<file path="src/rtl/systolic_feeder_if.sv">
// Load/start/status and skewed lane bundle between the matrix buffer side (master)
// and the systolic feeder (slave).
interface systolic_feeder_if #(
  parameter int unsigned N  = 3,
  parameter int unsigned DW = 8
) ();
  localparam int unsigned RowW = (N > 1) ? $clog2(N) : 1;

  logic              load_valid;
  logic              load_ready;
  logic              load_sel;
  logic [RowW-1:0]   load_row;
  logic [N*DW-1:0]   load_data;
  logic              start;
  logic              busy;
  logic              done;
  logic              array_clr;
  logic [N*DW-1:0]   a_out;
  logic [N*DW-1:0]   b_out;

  modport master (
    output load_valid, load_sel, load_row, load_data, start,
    input  load_ready, busy, done, array_clr, a_out, b_out
  );

  modport slave (
    input  load_valid, load_sel, load_row, load_data, start,
    output load_ready, busy, done, array_clr, a_out, b_out
  );
endinterface

</file>
<file path="src/rtl/systolic_feeder.sv">
// Stores NxN matrices A and B and streams them to a PE array as diagonally skewed
// lane wavefronts: clear, 2N-1 feed beats, drain, then a one-cycle done pulse.
module systolic_feeder #(
  parameter int unsigned N     = 3,
  parameter int unsigned DW    = 8,
  parameter int unsigned DRAIN = 10
) (
  input  logic              clk,
  input  logic              rst,
  systolic_feeder_if.slave  feed_io
);
  localparam int unsigned CntMax = (2 * N > DRAIN) ? 2 * N : DRAIN;
  localparam int unsigned CntW   = $clog2(CntMax + 1);

  typedef enum logic [2:0] {
    StIdle,
    StClear,
    StFeed,
    StDrain,
    StDone
  } state_e;

  state_e            state_q, state_d;
  logic [CntW-1:0]   cnt_q, cnt_d;
  logic              feed_en;

  logic [DW-1:0]     a_mem_q [N][N];
  logic [DW-1:0]     b_mem_q [N][N];

  logic [N*DW-1:0]   a_beat, b_beat;
  logic [N*DW-1:0]   a_out_q, a_out_d;
  logic [N*DW-1:0]   b_out_q, b_out_d;
  logic              clr_q, clr_d;
  logic              done_q, done_d;
  logic              load_fire;

  assign load_fire = feed_io.load_valid && (state_q == StIdle);

  // Row storage; rows outside 0..N-1 are accepted by the handshake but dropped.
  always_ff @(posedge clk) begin
    if (rst) begin
      for (int r = 0; r < N; r++) begin
        for (int c = 0; c < N; c++) begin
          a_mem_q[r][c] <= '0;
          b_mem_q[r][c] <= '0;
        end
      end
    end else if (load_fire) begin
      for (int r = 0; r < N; r++) begin
        if (int'(feed_io.load_row) == r) begin
          for (int c = 0; c < N; c++) begin
            if (feed_io.load_sel) begin
              b_mem_q[r][c] <= feed_io.load_data[c*DW +: DW];
            end else begin
              a_mem_q[r][c] <= feed_io.load_data[c*DW +: DW];
            end
          end
        end
      end
    end
  end

  always_comb begin
    state_d = state_q;
    cnt_d   = cnt_q;
    feed_en = 1'b0;
    unique case (state_q)
      StIdle: begin
        if (feed_io.start) begin
          state_d = StClear;
        end
      end
      StClear: begin
        state_d = StFeed;
        cnt_d   = '0;
        feed_en = 1'b1;
      end
      StFeed: begin
        if (cnt_q == CntW'(2 * N - 2)) begin
          state_d = (DRAIN == 0) ? StDone : StDrain;
          cnt_d   = '0;
        end else begin
          cnt_d   = cnt_q + 1'b1;
          feed_en = 1'b1;
        end
      end
      StDrain: begin
        if (cnt_q == CntW'(DRAIN - 1)) begin
          state_d = StDone;
        end else begin
          cnt_d = cnt_q + 1'b1;
        end
      end
      StDone: begin
        state_d = StIdle;
      end
      default: begin
        state_d = StIdle;
      end
    endcase
  end

  // Beat t = cnt_d: lane i carries A[i][k] and lane j carries B[r][j] where the
  // lane index plus the inner index equals t.
  always_comb begin
    a_beat = '0;
    b_beat = '0;
    for (int i = 0; i < N; i++) begin
      for (int k = 0; k < N; k++) begin
        if (int'(cnt_d) == i + k) begin
          a_beat[i*DW +: DW] = a_mem_q[i][k];
          b_beat[i*DW +: DW] = b_mem_q[k][i];
        end
      end
    end
  end

  always_comb begin
    a_out_d = feed_en ? a_beat : '0;
    b_out_d = feed_en ? b_beat : '0;
    clr_d   = (state_d == StClear);
    done_d  = (state_d == StDone);
  end

  always_ff @(posedge clk) begin
    if (rst) begin
      state_q <= StIdle;
      cnt_q   <= '0;
      a_out_q <= '0;
      b_out_q <= '0;
      clr_q   <= 1'b0;
      done_q  <= 1'b0;
    end else begin
      state_q <= state_d;
      cnt_q   <= cnt_d;
      a_out_q <= a_out_d;
      b_out_q <= b_out_d;
      clr_q   <= clr_d;
      done_q  <= done_d;
    end
  end

  assign feed_io.load_ready = (state_q == StIdle);
  assign feed_io.busy       = (state_q != StIdle);
  assign feed_io.done       = done_q;
  assign feed_io.array_clr  = clr_q;
  assign feed_io.a_out      = a_out_q;
  assign feed_io.b_out      = b_out_q;

  a_done_in_done_state: assert property (@(posedge clk) disable iff (rst)
    done_q |-> (state_q == StDone));
  a_clr_lanes_quiet: assert property (@(posedge clk) disable iff (rst)
    clr_q |-> (a_out_q == '0 && b_out_q == '0));

endmodule

</file>
<file path="src/flat_wrapper.sv">
// flat-port wrapper written by rule: the top's interface ports become plain ports
module systolic_feeder_flat 
#(
  parameter int unsigned N     = 3,
  parameter int unsigned DW    = 8,
  parameter int unsigned DRAIN = 10
)
  (clk, rst, feed_io_load_valid, feed_io_load_sel, feed_io_load_row, feed_io_load_data, feed_io_start, feed_io_load_ready, feed_io_busy, feed_io_done, feed_io_array_clr, feed_io_a_out, feed_io_b_out);
  systolic_feeder_if #(.N(N), .DW(DW)) feed_io_i ();
  input  logic clk;
  input  logic rst;
  input wire logic [$bits(feed_io_i.load_valid)-1:0] feed_io_load_valid;
  input wire logic [$bits(feed_io_i.load_sel)-1:0] feed_io_load_sel;
  input wire logic [$bits(feed_io_i.load_row)-1:0] feed_io_load_row;
  input wire logic [$bits(feed_io_i.load_data)-1:0] feed_io_load_data;
  input wire logic [$bits(feed_io_i.start)-1:0] feed_io_start;
  output wire logic [$bits(feed_io_i.load_ready)-1:0] feed_io_load_ready;
  output wire logic [$bits(feed_io_i.busy)-1:0] feed_io_busy;
  output wire logic [$bits(feed_io_i.done)-1:0] feed_io_done;
  output wire logic [$bits(feed_io_i.array_clr)-1:0] feed_io_array_clr;
  output wire logic [$bits(feed_io_i.a_out)-1:0] feed_io_a_out;
  output wire logic [$bits(feed_io_i.b_out)-1:0] feed_io_b_out;
  assign feed_io_i.load_valid = feed_io_load_valid;
  assign feed_io_i.load_sel = feed_io_load_sel;
  assign feed_io_i.load_row = feed_io_load_row;
  assign feed_io_i.load_data = feed_io_load_data;
  assign feed_io_i.start = feed_io_start;
  assign feed_io_load_ready = feed_io_i.load_ready;
  assign feed_io_busy = feed_io_i.busy;
  assign feed_io_done = feed_io_i.done;
  assign feed_io_array_clr = feed_io_i.array_clr;
  assign feed_io_a_out = feed_io_i.a_out;
  assign feed_io_b_out = feed_io_i.b_out;
  systolic_feeder #(.N(N), .DW(DW), .DRAIN(DRAIN)) u_core (.clk(clk), .rst(rst), .feed_io(feed_io_i));
endmodule
</file>
<file path="config.mk">
export PLATFORM = sky130hd
export DESIGN_NAME = systolic_feeder_flat
export DESIGN_NICKNAME = d
export VERILOG_FILES = /design/src/rtl/systolic_feeder_if.sv /design/src/rtl/systolic_feeder.sv /design/src/flat_wrapper.sv
export SDC_FILE = /design/constraint.sdc
export NUM_CORES = 1
export LEC_CHECK = 0
export CORE_MARGIN = 8
export CORE_UTILIZATION = 50
export CTS_CLUSTER_SIZE = 28
export DETAILED_ROUTE_END_ITERATION = 8
export DONT_BUFFER_PORTS = 1
export PLACE_DENSITY = 0.75
export SETUP_SLACK_MARGIN = 0.2
export SLEW_MARGIN = 30
export SYNTH_ARGS = -nofsm -noshare
export SYNTH_HDL_FRONTEND = slang
export SYNTH_SLANG_ARGS = --single-unit
</file>
<file path="constraint.sdc">
create_clock -name clk -period 6.8 [get_ports clk]
set_clock_uncertainty 0.2 [all_clocks]
set_input_delay 0.68 -clock clk [delete_from_list [all_inputs] [get_ports clk]]
set_output_delay 0.68 -clock clk [all_outputs]
set_load 0.01 [all_outputs]
</file>
# Word level (Yosys, flattened, before mapping)
# Memories as Yosys holds them, arrays and structs flattened.
# Cells that the tools add are included.
[op_classes]
reduce_logical = 6
bitwise = 19
add_sub_neg = 1
n_eq_ne = 13
mux = 73
[ops]
columns = ["cell", "count"]
rows = [
  ["8-bit two-way mux", 36],
  ["1-bit two-way mux", 29],
  ["1-bit bitwise OR", 18],
  ["4-bit by 3-bit == test with 1-bit output (second input constant)", 3],
  ["3-bit case mux with 4 select lines", 1],
  ["4-bit case mux with 3 select lines", 1],
  ["3-bit two-way mux", 3],
  ["4-bit == test (second input constant)", 2],
  ["4-bit two-way mux", 2],
  ["3-bit by 1-bit == test with 1-bit output (second input constant)", 2],
  ["3-bit by 2-bit == test with 1-bit output (second input constant)", 2],
  ["4-bit by 1-bit adder with 4-bit output (second input constant)", 1],
  ["2-bit == test (second input constant)", 2],
  ["4-bit by 2-bit == test with 1-bit output (second input constant)", 1],
  ["4-bit zero test", 1],
  ["3-bit == test (second input constant)", 1],
  ["3-bit zero test", 1],
  ["3-bit nonzero test", 1],
  ["2-bit zero test", 1],
  ["1-bit case mux with 2 select lines", 1],
  ["2-bit OR reduction", 1],
  ["1-bit logical AND", 1],
  ["1-bit inverter", 1],
]
[word_totals]
regBits = 57
mem_bits_rw = 144
output_inout_bits = 52
mem_count = 2
input_bits = 31
[mem_list]
columns = ["name", "depth", "width", "read_ports", "rd_clocked_by_memory_dff", "wr", "line", "rtl"]
rows = [
  ["u_core.a_mem_q", 3, 24, 3, 0, 3, "systolic_feeder.sv:27", "logic [DW-1:0] a_mem_q [N][N];"],
  ["u_core.b_mem_q", 3, 24, 3, 0, 3, "systolic_feeder.sv:28", "logic [DW-1:0] b_mem_q [N][N];"],
]

# Depth between registers and ports, before layout
# Gate-level depths: netlist of the first run.
[depth]
ltp_word = 7
depth_mapped = 10
ltp_nobuf = 8

# Worst setup path before layout of the first run
# Ideal clock, no wire load.
[synth_timing]
kind = "flip-flop to flip-flop"
startpoint = "register u_core.state_q[0]"
endpoint = "memory u_core.a_mem_q[0][0] in the netlist's numbering (enable)"
stages_incl_launch_ff = 5
n_path_buf = 1
path_slack_ns = 3.118
setup_ns = 0.442
required_ns = 6.158
arrival_time_ns = 3.040
path_cell_list = "dfxtp_1 > buf_2 > nor3_1 > nand3b_1 > o31ai_1"
[synth_rtl]
columns = ["item", "line", "rtl"]
rows = [
  ["from (decl)", "systolic_feeder.sv:23", "state_e state_q, state_d;"],
  ["from (signal assigned)", "systolic_feeder.sv:127", "state_q <= StIdle;"],
  ["from (signal assigned)", "systolic_feeder.sv:134", "state_q <= state_d;"],
  ["to (decl)", "systolic_feeder.sv:27", ""],
]

# Final worst setup path of the first run
[layout_timing]
startpoint = "register u_core.cnt_q[1]"
endpoint = "register u_core.b_out_q[0], in the netlist u_core.feed_io.b_out[0]"
[layout_between]
elab_chain_len = 7
elab_cells_between_ends = 16
classes_between = "add/sub: 1; eq/ne: 4; mux: 8; bitwise: 1; reduce/logical: 2"
[layout_lines]
columns = ["item", "line", "rtl"]
rows = [
  ["from (decl)", "systolic_feeder.sv:24", "logic [CntW-1:0] cnt_q, cnt_d;"],
  ["from (signal assigned)", "systolic_feeder.sv:135", "cnt_q <= cnt_d;"],
  ["4-bit by 1-bit adder with 4-bit output, or another cell as far along", "systolic_feeder.sv:83, systolic_feeder.sv:91", ""],
  ["4-bit two-way mux, on equally long branches", "systolic_feeder.sv:88, systolic_feeder.sv:79", ""],
  ["4-bit case mux with 3 select lines", "systolic_feeder.sv:67", "unique case (state_q)"],
  ["4-bit zero test", "systolic_feeder.sv:110", "if (int'(cnt_d) == i + k) begin"],
  ["8-bit two-way mux (3 in a row)", "systolic_feeder.sv:110", ""],
  ["to (signal assigned)", "systolic_feeder.sv:137", "b_out_q <= b_out_d;"],
  ["to (decl)", "systolic_feeder.sv:32", "logic [N*DW-1:0] b_out_q, b_out_d;"],
]
# Parallel ways exist; a longest one is shown, timed or not.
# A chain may end at the register's enable or synchronous reset.

==> impl_summary.txt, run 1 <==
----------------------------------------------------
[Cells and area]
  Final-stage net count ... 634
  Number of fill cells ... 1239
  Combined area of the multi-input logic cells ... 0.00265 sq mm
  Total inserted antenna cells ... 0
  Area taken by flip-flops and latches ... 0.00547 sq mm
  Fraction of layout cells with a size suffix above 1 ... 0.133
  Synthesis-to-layout area growth ... 12.3%
  Finished Cell Area ... 0.00933 sq mm

[Floorplan]
  Floorplan row count ... 47
  I/O pin count ... 83
  Height of the chip ... 145 microns
  Floorplan core area ... 0.0164 sq mm
  Horizontal die dimension ... 145 microns
  Effective utilization at floorplan ... 0.506
  Total Die Area ... 0.0210 sq mm

[Detailed routing]
  First-iteration detailed-routing DRC count ... 285
  Pre-antenna DRT Iters ... 5
  Count of vias placed by the detailed router ... 4551
  Post-detailed-routing wire length ... 17800 microns
  Number of remaining DRC errors ... 0
  Detailed-route wire length per cell ... 21.3 microns
  Detail Route Antenna Nets ... 0
  Number of vias per cell after detailed routing ... 5.44

[Placement]
  Final HPWL from detailed placement ... 11700 microns
  Number of buffers added on ports ... 0
  Post-Place Worst Slack ... 3.37 ns
  Final weighted congestion in routability-driven placement ... 0.790
  Area post-placement ... 0.00857 sq mm

[Worst setup path]
  First element of the critical path ... u_core.cnt_q[1]
  Worst R2R Start ... u_core.cnt_q[1]
  Max Fanout on Critical Path ... 20
  Required @ worst endpoint ... 7.01 ns
  Reg-to-reg endpoint ... u_core.feed_io.b_out[0]
  WS Path Type ... flop to flop
  End of the critical path ... u_core.feed_io.b_out[0]
  Worst setup EP type ... flop
  Cell count of the worst reg-to-reg path ... 8
  Worst path arrival time ... 3.59 ns
  Category of the worst setup path launch point ... flop
  R2R Setup Slk ... 3.42 ns

[Logic synthesis]
  Synth Cell Area ... 0.00831 sq mm
  Library cell with the largest summed area after synthesis ... sky130_fd_sc_hd__edfxtp_1
  Mean instance size in the synthesized netlist ... 13.9 sq um
  Synth Register Bits ... 201
  Async SR Flop Fraction ... 0
  Sequential cell area fraction in the yosys report ... 0.658
  Synth area leaders ... sky130_fd_sc_hd__edfxtp_1 (52%), sky130_fd_sc_hd__dfxtp_1 (14%), sky130_fd_sc_hd__and2_1 (12%)
  Netlist cell types ... 48
  Synth warn ... 0
  Post-Syn Nets ... 631
  Number of instances in the synthesized netlist ... 597
  Synth top area share ... 0.520
  Number of synthesized flops with an enable pin ... 144
  Top flip-flop cell by instance count after synthesis ... sky130_fd_sc_hd__edfxtp_1

[Timing]
  Post-layout worst setup margin ... 3.42 ns
  Max-slew headroom ... 0.364
  Number of endpoints with negative hold slack in the final report ... 0
  Top achievable clock speed ... 296 MHz
  Max-slew violation total from the final report ... 0
  Least-Margin Pin Slew ... 0.955 ns
  RSZ-0062 raised after global routing ... false
  Fin Hold WS ... 0.0546 ns
  Post-Route Setup TNS ... 0 ns
  Final number of setup-violating endpoints ... 0
  Fin crit share ... 0.497
  Final worst path period need ... 3.38 ns

[Power and ir drop]
  Proportion of power drawn by flip-flops and latches ... 0.504
  Switching pwr ... 599 uW
  Switching share of power ... 0.219
  Power per cell area ... 293 mW/mm^2
  Leakage dissipation ... 3.33 nW
  Clock network power share ... 0.437
  Worst vdd ir ... 0.220 mV
  Combinational share of power ... 0.058
  Internal cell power ... 2.14 mW

[Clock network]
  Number of hold buffers added after cts ... 0
  Clock insertion delay at the later pin of the skew report ... 0.50 ns
  Post-CTS setup-driven buffer insertion count ... 0
  Num CTS Buffers ... 22
  Maximum root-to-sink buffer count ... 3
  Number of sinks driven by the clock tree ... 201
  H-tree Lvls ... 1
  Clock tree from TritonCTS ... built
  # resized after CTS ... 0
  Clk slew on worst S/H paths ... 0.06 ns
  Root Driver ... sky130_fd_sc_hd__clkbuf_16

[Global routing]
  Total global-route track usage ... 0.169
  Remaining global-route overflow ... 0
  Number of global-route vias before repair ... 4890
  Number of antenna violations at the first check in global routing ... 0
  Global-route wire length before repair ... 27900 microns
  Pin count of the biggest net entering global routing ... 68

[Min path]
  Class of the tightest hold or removal check ... primary input to flop
  Hold wc startpoint ... rst
  Number of instances on the worst hold path ... 1

[Job]
  Max-cap violations ... 0

[Outcome]
  Result of the run ... complete, no violations

----------------------------------------------------
## kinds of logic (layout without fill, tap and decap cells)
kind of cell / count (synthesis) / count (layout) / synth area share
and+or+nand+nor: 220 / 220 / 0.164
DFF: 201 / 201 / 0.658
AOI/OAI and AO/OA: 83 / 83 / 0.0989
buffers and inverters: 56 / 75 / 0.0336
muxes: 34 / 34 / 0.0411
adders and majority gates: 3 / 3 / 0.00452
## final cells by class
type / instances / share of cell area
Sequential cell: 201 / 0.586
Timing Repair Buffer: 13 / 0.0113
Multi-Input combinational cell: 340 / 0.284
Clock buffer: 31 / 0.0715
Tap cell: 220 / 0.0295
Clock inverter: 9 / 0.00939
Inverter: 22 / 0.00885
## worst max-delay path, stage by stage (launching register included)
cell	delay (ns)
sky130_fd_sc_hd__dfxtp_1	0.35
sky130_fd_sc_hd__inv_1	0.10
sky130_fd_sc_hd__ha_1	0.19
sky130_fd_sc_hd__nand3b_4	0.11
sky130_fd_sc_hd__o21ai_1	0.32
sky130_fd_sc_hd__a22o_1	0.76
sky130_fd_sc_hd__nand2_4	0.31
sky130_fd_sc_hd__nor3b_4	0.73
sky130_fd_sc_hd__o2bb2ai_1	0.20
## synth_stat cells, drive strengths merged, types with 3 or more instances
master / count
inv: 22
nor3: 7
clkbuf: 17
nand2: 4
edfxtp: 144
buf: 17
o2bb2ai: 32
nand3: 4
nand2b: 3
nand3b: 4
dfxtp: 57
a21oi: 18
o21ai: 6
ha: 3
a2111oi: 16
and2: 165
nor2: 21
nor4: 4
mux2i: 33
## worst min path at each step
stage               slack (ns)                 endpoint
detailed placement        0.24  u_core.feed_io.b_out[2]
floorplan                 0.23  u_core.feed_io.a_out[0]
finish                    0.05          u_core.cnt_q[3]
global placement          0.23  u_core.feed_io.b_out[2]
global route              0.04        u_core.state_q[1]
CTS                       0.04        u_core.state_q[1]
## layer usage
layer  global-route usage  vias up  share of wire  routed length (microns)
li1                     -     2143              -                        -
met1                0.196     2254           0.40                     7170
met2                0.299      125           0.51                     9090
met3               0.0392       29          0.062                     1100
met4               0.0600        0          0.027                      484
met5                    0        -              0                        0
## placed cells by master (no fill, tap or decap), types with 3 or more instances in the layout
cell type and n:
sky130_fd_sc_hd__and2_1 165, sky130_fd_sc_hd__edfxtp_1 144, sky130_fd_sc_hd__dfxtp_1 57, sky130_fd_sc_hd__mux2i_1 33, sky130_fd_sc_hd__o2bb2ai_1 32, sky130_fd_sc_hd__clkbuf_16 24, sky130_fd_sc_hd__inv_1 22, sky130_fd_sc_hd__nor2_1 20
sky130_fd_sc_hd__a21oi_1 17, sky130_fd_sc_hd__buf_4 12, sky130_fd_sc_hd__a2111oi_4 8, sky130_fd_sc_hd__a2111oi_0 6, sky130_fd_sc_hd__nor3_1 5, sky130_fd_sc_hd__clkinv_2 5, sky130_fd_sc_hd__clkbuf_8 4, sky130_fd_sc_hd__nand3_1 3
sky130_fd_sc_hd__nand2b_1 3, sky130_fd_sc_hd__nand2_1 3, sky130_fd_sc_hd__ha_1 3, sky130_fd_sc_hd__clkbuf_1 3
## sequential cells by signal (all words and copies together), names as in the netlist
signal,count
u_core.a_mem_q,72
u_core.cnt_q,4
u_core.b_mem_q,72
u_core.state_q,3
u_core.feed_io.b_out,24
u_core.feed_io.a_out,24
u_core.feed_io.done,1
u_core.feed_io.array_clr,1
## stage by stage
step	cells	power (mW)	util
2_1_floorplan	597	1.53	-
3_3_place_gp	795	1.56	0.521
3_5_place_dp	796	1.57	0.523
4_1_cts	836	2.75	0.569
5_1_grt	836	2.81	0.569
6_report	836	2.74	0.569
## power by group through the flow
stage          clock network [mW]  logic (mW)  registers (mW)
2_1_floorplan                   0       0.128            1.40
3_3_place_gp                    0       0.153            1.40
3_5_place_dp                    0       0.161            1.41
4_1_cts                      1.21       0.162            1.38
5_1_grt                      1.26       0.174            1.38
6_report                     1.20       0.160            1.38
(Power assumes the default switching activity.)
==> run 2: changes to the inputs <==
Settings changed: PLACE_DENSITY 0.75 to 0.78.
Clock period 6.8 ns to 2.9 ns, I/O delays scaled along.
==> run 2 against run 1 <==
- via count increased by 6.3%
- sequential power up 130%
- clock power rose by 130%
- cell count increased by 5.1%
- flip-flop and latch count is the same
- largest power group unchanged
==> impl_summary.txt, run 2 (synthesis results as in run 1) <==
----------------------------------------------------
[Outcome]
  Result of the run ... complete, no violations (unchanged)

[Worst setup path]
  Worst setup EP type ... flop (unchanged)
  Category of the worst setup path launch point ... flop (unchanged)
  Required @ worst endpoint ... 3.07 ns (was 7.01 ns)
  Max Fanout on Critical Path ... 66 (was 20)
  Worst path arrival time ... 2.80 ns (was 3.59 ns)
  WS Path Type ... flop to flop (unchanged)
  R2R Setup Slk ... 0.27 ns (was 3.42 ns)
  Worst R2R Start ... u_core.state_q[2] (was u_core.cnt_q[1])
  Cell count of the worst reg-to-reg path ... 8 (unchanged)
  Reg-to-reg endpoint ... u_core.feed_io.a_out[1] (was u_core.feed_io.b_out[0])

[Power and ir drop]
  Power per cell area ... 656 mW/mm^2 (was 293 mW/mm^2)
  Leakage dissipation ... 3.55 nW (was 3.33 nW)
  Worst vdd ir ... 0.454 mV (was 0.220 mV)

[Timing]
  Top achievable clock speed ... 381 MHz (was 296 MHz)
  Fin Hold WS ... 0.0352 ns (was 0.0546 ns)
  Number of endpoints with negative hold slack in the final report ... 0 (unchanged)
  Max-slew headroom ... 0.687 (was 0.364)
  Final worst path period need ... 2.63 ns (was 3.38 ns)
  Max-slew violation total from the final report ... 0 (unchanged)
  Fin crit share ... 0.906 (was 0.497)
  RSZ-0062 raised after global routing ... true (was false)
  Final number of setup-violating endpoints ... 0 (unchanged)
  Least-Margin Pin Slew ... 0.468 ns (was 0.955 ns)

[Detailed routing]
  Number of vias per cell after detailed routing ... 5.50 (was 5.44)
  Post-detailed-routing wire length ... 18900 microns (was 17800 microns)
  First-iteration detailed-routing DRC count ... 337 (was 285)
  Detailed-route wire length per cell ... 21.5 microns (was 21.3 microns)
  Number of remaining DRC errors ... 0 (unchanged)
  Pre-antenna DRT Iters ... 5 (unchanged)
  Detail Route Antenna Nets ... 0 (unchanged)
  Count of vias placed by the detailed router ... 4838 (was 4551)

[Clock network]
  H-tree Lvls ... 1 (unchanged)
  Clock insertion delay at the later pin of the skew report ... 0.48 ns (was 0.50 ns)
  Num CTS Buffers ... 21 (was 22)
  Root Driver ... sky130_fd_sc_hd__clkbuf_16 (unchanged)
  Clock tree from TritonCTS ... built (unchanged)
  Clk slew on worst S/H paths ... 0.06 ns (about the same)
  Maximum root-to-sink buffer count ... 3 (unchanged)
  Number of sinks driven by the clock tree ... 201 (unchanged)

[Global routing]
  Number of antenna violations at the first check in global routing ... 5 (was 0)
  Total global-route track usage ... 0.175 (was 0.169)
  Pin count of the biggest net entering global routing ... 67 (was 68)
  Remaining global-route overflow ... 0 (unchanged)
  Global-route wire length before repair ... 28700 microns (was 27900 microns)
  Number of global-route vias before repair ... 4884 (was 4890)

[Min path]
  Hold wc startpoint ... rst (unchanged)
  End of the worst hold path ... u_core.cnt_q[1] (was u_core.cnt_q[3])
  Class of the tightest hold or removal check ... primary input to flop (unchanged)
  Number of instances on the worst hold path ... 2 (was 1)

[Placement]
  Number of buffers added on ports ... 0 (unchanged)
  Final HPWL from detailed placement ... 11800 microns (was 11700 microns)
  Area post-placement ... 0.00868 sq mm (was 0.00857 sq mm)
  Final weighted congestion in routability-driven placement ... 0.858 (was 0.790)

[Cells and area]
  Final-stage net count ... 676 (was 634)
  Highest-count cells in the layout ignoring fill and taps ... sky130_fd_sc_hd__and2_1 (165), sky130_fd_sc_hd__edfxtp_1 (144), sky130_fd_sc_hd__dfxtp_1 (56), sky130_fd_sc_hd__mux2i_1 (33), sky130_fd_sc_hd__o2bb2ai_1 (32) (was sky130_fd_sc_hd__and2_1 (165), sky130_fd_sc_hd__edfxtp_1 (144), sky130_fd_sc_hd__dfxtp_1 (57), sky130_fd_sc_hd__mux2i_1 (33), sky130_fd_sc_hd__o2bb2ai_1 (32))
  Synthesis-to-layout area growth ... 18.4% (was 12.3%)
  Finished Cell Area ... 0.00984 sq mm (was 0.00933 sq mm)
  Fraction of layout cells with a size suffix above 1 ... 0.154 (was 0.133)
  Largest registers ... u_core.a_mem_q (72), u_core.b_mem_q (72) (unchanged)
  Post-route core utilization ... 0.600 (was 0.569)
  Commonest non-fill, non-tap cell in the layout ... sky130_fd_sc_hd__and2_1 (unchanged)

[Floorplan]
  Effective utilization at floorplan ... 0.506 (unchanged)
  Total Die Area ... 0.0210 sq mm (unchanged)
  I/O pin count ... 83 (unchanged)
  Horizontal die dimension ... 145 microns (unchanged)
  Floorplan core area ... 0.0164 sq mm (unchanged)
  Floorplan row count ... 47 (unchanged)
  Height of the chip ... 145 microns (unchanged)

[Job]
  Max-cap violations ... 0 (unchanged)

----------------------------------------------------
-- run 2: repair_timing --
| item | 4_1_cts | 5_1_grt |
|---|---|---|
| pin swaps | 1 | 2 |
| hold endpoints to repair | 155 | 0 |
| setup buffers | 4 | 2 |
| resized for setup | 1 | 14 |
| hold buffers | 28 | 0 |
| endpoints found under the setup margin | 9 | 135 |
| cloned | 0 | 1 |
-- run 2: how the worst max path moves through the flow --
stage	start	endpoint	depth (start not counted)
after floorplan	u_core.state_q[0]	u_core.a_mem_q[0][0]	4
after global placement	u_core.cnt_q[0]	u_core.feed_io.a_out[11]	8
after detailed placement	u_core.cnt_q[0]	u_core.feed_io.a_out[1]	8
after CTS	u_core.cnt_q[0]	u_core.feed_io.a_out[1]	10
after global routing	u_core.cnt_q[1]	u_core.feed_io.a_out[1]	11
final	u_core.state_q[2]	u_core.feed_io.a_out[1]	8
-- run 2: layer usage --
layer  share of wire  global-route usage  vias up
met5          0.0013                   0        -
met3           0.062              0.0314       35
met2            0.52               0.305      174
li1                -                   -     2239
met1            0.39               0.216     2386
met4           0.023              0.0568        4
-- run 2: report_power, final --
part / internal, mW / switching [mW] / leakage, nW
Clock: 1.72 / 1.03 / 0.354
Sequential: 3.19 / 0.0491 / 1.96
Combinational: 0.166 / 0.307 / 1.23
-- run 2: final cells by class --
| class | count | area (sq um) |
|---|---|---|
| clock buffer | 28 | 602 |
| antenna | 3 | 7.51 |
| inverter | 22 | 82.6 |
| multi-input combinational | 340 | 2670 |
| timing repair buffer | 56 | 619 |
| tap | 220 | 275 |
| sequential | 201 | 5470 |
| clock inverter | 9 | 119 |
| fill | 1194 | 6570 |
-- run 2: critical path, cell delays in order, from the launching register on --
cell	delay, ns
sky130_fd_sc_hd__dfxtp_1	0.52
sky130_fd_sc_hd__and3b_1	0.25
sky130_fd_sc_hd__a22o_4	0.29
sky130_fd_sc_hd__mux2_2	0.31
sky130_fd_sc_hd__buf_12	0.21
sky130_fd_sc_hd__nor3b_4	0.24
sky130_fd_sc_hd__buf_4	0.15
sky130_fd_sc_hd__buf_8	0.12
sky130_fd_sc_hd__o2bb2ai_1	0.17
-- run 2: metrics by stage --
stage,TNS (ns),power [mW],cells,setup slack [ns]
2_1_floorplan,-7.52,3.58,597,-0.0617
3_3_place_gp,-1.25,3.67,804,-0.149
3_5_place_dp,0,3.69,804,0.145
4_1_cts,0,6.49,873,0.179
5_1_grt,0,6.65,878,0.145
6_report,0,6.46,879,0.274
==> run 3: changes to the inputs <==
Settings changed: CAP_MARGIN set to 20.
==> results of run 3 <==
The final DEF is identical to that of run 2; final timing and power are the same.
